$ cat src/rtl/crypt_stream_ctrl.sv
// Burst sequencer for the Crypt XOR datapath: streams words through one
// Crypt instance with an optional per-word rolling key.
module crypt_xor (
    input  logic [31:0] data_i,
    input  logic [31:0] key_i,
    output logic [31:0] data_o
);
    assign data_o = data_i ^ key_i;
endmodule

module crypt_stream_ctrl #(
    parameter int LEN_W = 16,
    parameter int ROT   = 1
) (
    input  logic             clk,
    input  logic             rst_n,
    input  logic             cfg_key_we,
    input  logic [31:0]      cfg_key,
    input  logic             start,
    input  logic [LEN_W-1:0] length,
    output logic             busy,
    output logic             done,
    input  logic             s_valid,
    output logic             s_ready,
    input  logic [31:0]      s_data,
    output logic             m_valid,
    input  logic             m_ready,
    output logic [31:0]      m_data,
    output logic             m_last
);
    typedef enum logic [1:0] {
        IDLE,
        RUN,
        DRAIN
    } state_e;

    // LS wraps to 0 when RS is 0 so the rotate degenerates to w | w.
    localparam int unsigned RS = ROT % 32;
    localparam int unsigned LS = (32 - RS) % 32;

    state_e           state_q, state_d;
    logic [31:0]      base_key_q, base_key_d;
    logic [31:0]      wkey_q, wkey_d;
    logic [LEN_W-1:0] cnt_q, cnt_d;
    logic             busy_q, busy_d;
    logic             done_q, done_d;
    logic             m_valid_q, m_valid_d;
    logic [31:0]      m_data_q, m_data_d;
    logic             m_last_q, m_last_d;

    logic [31:0] crypt_out;
    logic [31:0] wkey_rot;
    logic        accept;
    logic        is_last;

    crypt_xor u_crypt (
        .data_i (s_data),
        .key_i  (wkey_q),
        .data_o (crypt_out)
    );

    assign wkey_rot = (wkey_q << RS) | (wkey_q >> LS);
    assign s_ready  = (state_q == RUN) && (!m_valid_q || m_ready);
    assign accept   = s_valid && s_ready;
    assign is_last  = (cnt_q == LEN_W'(1));

    always_comb begin
        state_d    = state_q;
        base_key_d = base_key_q;
        wkey_d     = wkey_q;
        cnt_d      = cnt_q;
        busy_d     = busy_q;
        done_d     = 1'b0;
        m_valid_d  = m_valid_q;
        m_data_d   = m_data_q;
        m_last_d   = m_last_q;
        unique case (state_q)
            IDLE: begin
                if (cfg_key_we) begin
                    base_key_d = cfg_key;
                end
                // Start latches the key held before any same-cycle write.
                if (start) begin
                    if (length != '0) begin
                        state_d = RUN;
                        cnt_d   = length;
                        wkey_d  = base_key_q;
                        busy_d  = 1'b1;
                    end else begin
                        done_d = 1'b1;
                    end
                end
            end
            RUN: begin
                if (m_valid_q && m_ready) begin
                    m_valid_d = 1'b0;
                end
                if (accept) begin
                    m_data_d  = crypt_out;
                    m_valid_d = 1'b1;
                    m_last_d  = is_last;
                    cnt_d     = cnt_q - LEN_W'(1);
                    wkey_d    = wkey_rot;
                    if (is_last) begin
                        state_d = DRAIN;
                    end
                end
            end
            DRAIN: begin
                if (m_valid_q && m_ready) begin
                    m_valid_d = 1'b0;
                    if (m_last_q) begin
                        m_last_d = 1'b0;
                        state_d  = IDLE;
                        busy_d   = 1'b0;
                        done_d   = 1'b1;
                    end
                end
            end
            default: begin
                state_d = IDLE;
            end
        endcase
    end

    always_ff @(posedge clk or negedge rst_n) begin
        if (!rst_n) begin
            state_q    <= IDLE;
            base_key_q <= '0;
            wkey_q     <= '0;
            cnt_q      <= '0;
            busy_q     <= 1'b0;
            done_q     <= 1'b0;
            m_valid_q  <= 1'b0;
            m_data_q   <= '0;
            m_last_q   <= 1'b0;
        end else begin
            state_q    <= state_d;
            base_key_q <= base_key_d;
            wkey_q     <= wkey_d;
            cnt_q      <= cnt_d;
            busy_q     <= busy_d;
            done_q     <= done_d;
            m_valid_q  <= m_valid_d;
            m_data_q   <= m_data_d;
            m_last_q   <= m_last_d;
        end
    end

    assign busy    = busy_q;
    assign done    = done_q;
    assign m_valid = m_valid_q;
    assign m_data  = m_data_q;
    assign m_last  = m_last_q;
endmodule
$ cat config.mk
export PLATFORM = sky130hd
export DESIGN_NAME = crypt_stream_ctrl
export DESIGN_NICKNAME = d
export VERILOG_FILES = /design/src/rtl/crypt_stream_ctrl.sv
export SDC_FILE = /design/constraint.sdc
export NUM_CORES = 1
export LEC_CHECK = 0
export CELL_PAD_IN_SITES_DETAIL_PLACEMENT = 0
export CELL_PAD_IN_SITES_GLOBAL_PLACEMENT = 2
export CORE_ASPECT_RATIO = 1.25
export CORE_MARGIN = 2
export CORE_UTILIZATION = 34
export CTS_BUF_LIST = sky130_fd_sc_hd__clkbuf_8
export DETAILED_ROUTE_END_ITERATION = 8
export MAX_ROUTING_LAYER = met4
export PLACE_DENSITY_LB_ADDON = 0.1
export SLEW_MARGIN = 40
export SYNTH_ARGS = -nofsm -noshare
export SYNTH_HDL_FRONTEND = slang
export SYNTH_SLANG_ARGS = --single-unit
$ cat constraint.sdc
create_clock -name clk -period 5.9 [get_ports clk]
set_clock_uncertainty 0.1 [all_clocks]
set_input_delay 0.59 -clock clk [delete_from_list [all_inputs] [get_ports clk]]
set_output_delay 0.59 -clock clk [all_outputs]
set_load 0.01 [all_outputs]
## After elaboration in Yosys (flattened, before gate mapping)

Index checks and enable logic that the tools add are counted.

- Add/sub/neg operators: 1
- Multipliers: 0
- Div/mod/pow operators: 0
- $lt $le $gt $ge: 0
- Equal/unequal tests: 9
- Shifts and indexed selects: 0
- Mux-type cells: 31
- Bitwise logic cells: 2
- Reduce and logical (&&, ||, !) cells: 16

Operator list:

| cell | count |
|---|---|
| 32-bit two-way mux | 3 |
| 32-bit case mux with 2 select lines | 1 |
| 16-bit two-way mux | 3 |
| 32-bit by 1-bit bitwise OR with 32-bit output | 1 |
| 16-bit case mux with 2 select lines | 1 |
| 32-bit XOR | 1 |
| 16-bit by 1-bit equality test with 1-bit output, second input constant | 1 |
| 16-bit nonzero test | 1 |
| 16-bit by 1-bit subtractor with 16-bit output, second input constant | 1 |
| 1-bit two-way mux | 12 |
| 2-bit two-way mux | 6 |
| 2-bit inequality test, second input constant | 6 |
| 1-bit case mux with 2 select lines | 4 |
| 2-bit case mux with 3 select lines | 1 |
| 6-bit AND reduction | 1 |
| 2-bit nonzero test | 3 |
| 5-bit AND reduction | 1 |
| 2-bit AND reduction | 2 |
| 4-bit AND reduction | 1 |
| 1-bit logical AND | 3 |
| 3-bit AND reduction | 1 |
| 2-bit by 1-bit equality test with 1-bit output, second input constant | 1 |
| 2-bit equality test, second input constant | 1 |
| 2-bit zero test | 1 |
| other kinds (2) | 2 |

- Bits in registers: 118
- Latch bits: 0
- Memory bits (writable): 0
- Memory bits (read-only): 0
- Output and inout bits: 37
- Logic and storage cells: 68
- Memories kept: 0

## Logic depth before layout (Yosys ltp)

- Depth after elaboration: 6
- Depth in mapped cells: 9

## Cells and area by module

Synthesis repeated with hierarchy kept, for this count alone.

- Cell total of the unflattened synthesis: 481
- Area total of the unflattened synthesis: 5,561.6 µm²

Modules (own cells, without submodules):

| module | times used | cells each | area an instance (µm²) |
|---|---|---|---|
| crypt_stream_ctrl | 1 | 449 | 5,281.3 |
| crypt_xor | 1 | 32 | 280.3 |

## Worst setup path after synthesis

OpenSTA, ideal clock, no wires.

- Path kind: register to output
- Start: register state_q[1]
- End: output port s_ready
- Arrival time: 1.367 ns
- Path slack: 3.843 ns
- Stages on the path, launching flop included: 7
- Cell sequence: dfrtp_1 > inv_1 > ha_1 > buf_2 > buf_2 > clkbuf_1 > and2_1

- Word-level cells in the longest chain between the ends: 2

Ends and longest elaborated chain:

| element | line | source |
|---|---|---|
| start: declaration | 41 | `state_e state_q, state_d;` |
| start signal: assignment | 138 | `state_q <= state_d;` |
| 2-bit by 1-bit equality test with 1-bit output | 63 | `assign s_ready = (state_q == RUN) && (!m_valid_q \|\| m_ready);` |
| 1-bit logical AND | 63 |  |
| end: declaration | 24 | `output logic s_ready,` |

Every way passes these cells.

## Final worst setup path

- Start: register state_q[1]
- End: register cnt_q[13]

- Word-level cells in the longest chain between the ends: 5
- Elaborated cells between the ends (all ways): 10
- Classes of those cells: 4 x eq/ne; 1 x mux; 5 x reduce/logical

Ends and longest elaborated chain:

| element | line | source |
|---|---|---|
| 2-bit by 1-bit equality test with 1-bit output | 63, 77 |  |
| 1-bit logical AND | 63 |  |
| 1-bit logical AND | 64 | `assign accept = s_valid && s_ready;` |
| 2-bit inequality test (no source line) | n/a |  |
| 4-bit AND reduction (no source line) | n/a |  |
| end signal: assignment | 141 | `cnt_q <= cnt_d;` |
| end: declaration | 44 | `logic [LEN_W-1:0] cnt_q, cnt_d;` |

Parallel ways exist; a longest one is shown, timed or not.
A chain may end at the register's enable or synchronous reset.

==> impl_metrics.py <==
metrics = {
    "run_status": {
        "outcome": "finished with violations",
        "violations": "hold timing",
    },
    "clock_network": {
        "clkLatencyLatePin_ns": 0.44,
        "cts_buffer_depth": 2,
        "post_cts_buffers": 0,
        "cts_tree": "done",
        "cts_inserted_buffers": 17,
        "clk_pin_slew_ns": 0.07,
        "cts-root-buf": "clkbuf_8",
        "cts_htree_levels": 4,
        "cts.sinks": 118,
        "postCtsHoldBufs": 0,
        "cts_resized": 0,
    },
    "sta": {
        "fin_tns_setup_ns": 0,
        "drv_slew": 0,
        "setup_violations": 0,
        "timing.fmax_mhz": 354.0,
        "worst_slew_pin_slew_ns": 0.7421,
        "hold_viol": 1,
        "hold_slack_ns": -0.002272,
        "maxSlewHeadroom_pct": 50.53,
        "timing.final.crit_share_pct": 47.88,
        "rsz0062_at_grt": "false",
        "layout_setup_ws_ns": 3.075,
        "fin_crit_ns": 2.825,
    },
    "pwr": {
        "power_leakage_nw": 3.022,
        "power_density_mw_per_mm2": 517.2,
        "peakVddDrop_mv": 0.2192,
    },
    "logic_synthesis": {
        "avgSynthCellArea_um2": 10.78,
        "ys_warn_count": 0,
        "yosysMostFrequentCell": "dfrtp_1",
        "yosys.area.top_type": "dfrtp_1",
        "seq_area_frac_synth_pct": 52.80,
        "synthFlopType": "dfrtp_1",
        "synth.net_count": 611,
        "yosys-top-cells-count": "118 x dfrtp_1, 74 x o21ai_0, 45 x nor2_1",
        "ys_top_cells_by_area": "dfrtp_1 53%, mux2_2 6.6%, o21ai_0 6.6%",
        "synth_edf_count": 0,
        "ys_types": 52,
        "synth_area_mm2": 0.005593,
        "synth_top_area_share_pct": 52.80,
        "synthArstFlopShare_pct": 100.0,
        "synth-seq-cells": 118,
        "synthCells": 519,
    },
    "detailed_routing": {
        "postRouteAntennaNets": 0,
        "vias_per_cell": 4.971,
        "first_pass_iters": 4,
        "drc": 0,
        "routed_wl_um": 14100,
        "post_drt_wl_per_cell_um": 16.36,
        "drtIter0Drc": 219,
        "num_vias": 4285,
    },
    "critical_path": {
        "end_kind": "register",
        "critical_path.max_fanout": 22,
        "max_stage_delay_ns": 0.59,
        "crit_family": "simple AND/OR/NAND/NOR gates",
        "critical_path_buf_inv_count": 2,
        "cp_cell_sequence": "inv_1, ha_1, nor4b_1, nand3_1, nor2_4, or2_1, buf_4, o21ai_0",
        "arrival_ns": 3.02,
        "slowest_stage": "or2_1",
        "cp.required_ns": 6.10,
        "cp-start-kind": "register",
        "crit_type": "reg2reg",
    },
    "global_routing": {
        "grt_pass1_wl_um": 23170,
        "grt_pass1_vias": 4532,
        "antenna_found_initial": 0,
        "grt-ovfl-total": 0,
        "gr-usage-all-layers_pct": 17.49,
        "grt_max_degree": 67,
    },
    "layout": {
        "final_nets": 725,
        "antenna_cells": 0,
        "layout-drive-gt1-share_pct": 13.00,
        "areaGrowthSynthToFinish_pct": 34.16,
        "final_cells": 862,
        "stdcell_area_mm2": 0.007503,
    },
    "place": {
        "hpwlAfterDp_um": 9363,
        "portBuffers": 122,
        "dp_cells": 830,
        "place.gp.congestion": 0.7978,
        "place_area_mm2": 0.007061,
        "dp_worst_setup_slack_ns": 2.719,
    },
    "floorplan": {
        "fp.dieW_um": 118.7,
        "die_area_mm2": 0.01750,
        "initial_utilization_pct": 34.66,
        "die_h_um": 147.4,
        "fp-row-count": 52,
        "num_io_pins": 123,
        "core_mm2": 0.01614,
    },
    "run": {
        "drv_cap": 0,
    },
    "worst_hold_path": {
        "hold_path.class": "in2async",
    },
}
layout by cell type, fill, tap and decap left out, types with 3 or more instances in the layout:
cell type / n
a211oi_1: 5
a21oi_1: 39
a2bb2oi_1: 10
buf_4: 4
bufinv_16: 3
clkbuf_8: 22
clkdlybuf4s50_1: 121
dfrtp_1: 118
ha_1: 5
inv_1: 12
mux2_2: 33
mux2i_1: 32
nand2_1: 11
nand3_1: 6
nor2_1: 44
nor3_1: 9
nor4_1: 3
o21a_1: 4
o21ai_0: 74
o22ai_1: 4
o31ai_1: 6
xnor2_1: 32
sequential cells by signal, summed over array words and instances, names as in the netlist:
name        count
base_key_q     32
m_data         32
wkey_q         32
cnt_q          16
state_q         2
busy            1
done            1
m_last          1
m_valid         1
cell families after synthesis:
family | Yosys count | share of synthesized area [%]
AOI/OAI and AO/OA | 157 | 16.38
DFF | 118 | 52.80
and+or+nand+nor | 98 | 9.060
muxes | 65 | 12.37
buffers and inverters | 43 | 3.042
xor gates and xnor gates | 32 | 5.011
adders and majority gates | 6 | 1.342
report_power, final:
part | switching [mW] | total, mW | leakage (nW) | internal [mW]
Clock | 0.320 | 0.789 | 0.229 | 0.469
Sequential | 0.291 | 1.49 | 1.39 | 1.20
Combinational | 0.777 | 1.60 | 1.40 | 0.825
Total | 1.39 | 3.88 | 3.02 | 2.49
through the flow:
stage	total power, mW	util (%)
final	3.881	46.50
after global routing	4.186	46.50
after CTS	3.943	46.43
after detailed placement	3.133	43.76
after global placement	3.058	43.51
after floorplan	2.491	-
cell type report:
cell class                      instances  area, µm²
Clock inverter                         10      127.6
Timing Repair Buffer                  129       1304
Inverter                                9      33.78
Clock buffer                           22      302.8
Sequential cell                       118       2953
Fill cell                            1650       8632
Tap cell                              216      270.3
Multi-Input combinational cell        358       2512
worst register-to-register path: cells and delay by family, from the launching register on:
kind | cells | cell delay, ns
DFF | 1 | 0.39
adders and majority gates | 1 | 0.29
and+or+nand+nor | 4 | 1.29
AOI/OAI and AO/OA | 1 | 0.12
buffers and inverters | 2 | 0.49
per-layer routing:
metal / vias to the layer above / global-route usage (%) / wire (µm)
met3: 17 / 4.823 / 670
met5: - / - / 0
met1: 2083 / 19.90 / 6021
met2: 90 / 28.82 / 7133
met4: 0 / 7.798 / 277
li1: 2095 / - / -
worst paths after layout:
kind | startpoint | end | slack (ns) | cells after the start
min | rst_n | cnt_q[10]$_DFFE_PN0P_ | -0.002 | 1
max reg2reg | state_q[1]$_DFFE_PN0P_ | cnt_q[13]$_DFFE_PN0P_ | 3.07 | 8
min in group clk | base_key_q[12]$_DFFE_PN0P_ | base_key_q[12]$_DFFE_PN0P_ | 0.40 | 1
max in group asynchronous | rst_n | m_data[13]$_DFFE_PN0P_ | 4.68 | 2
min reg2reg | base_key_q[12]$_DFFE_PN0P_ | base_key_q[12]$_DFFE_PN0P_ | 0.40 | 1
max | state_q[1]$_DFFE_PN0P_ | cnt_q[13]$_DFFE_PN0P_ | 3.07 | 8
No activity file was read; power rests on OpenSTA's default activity.
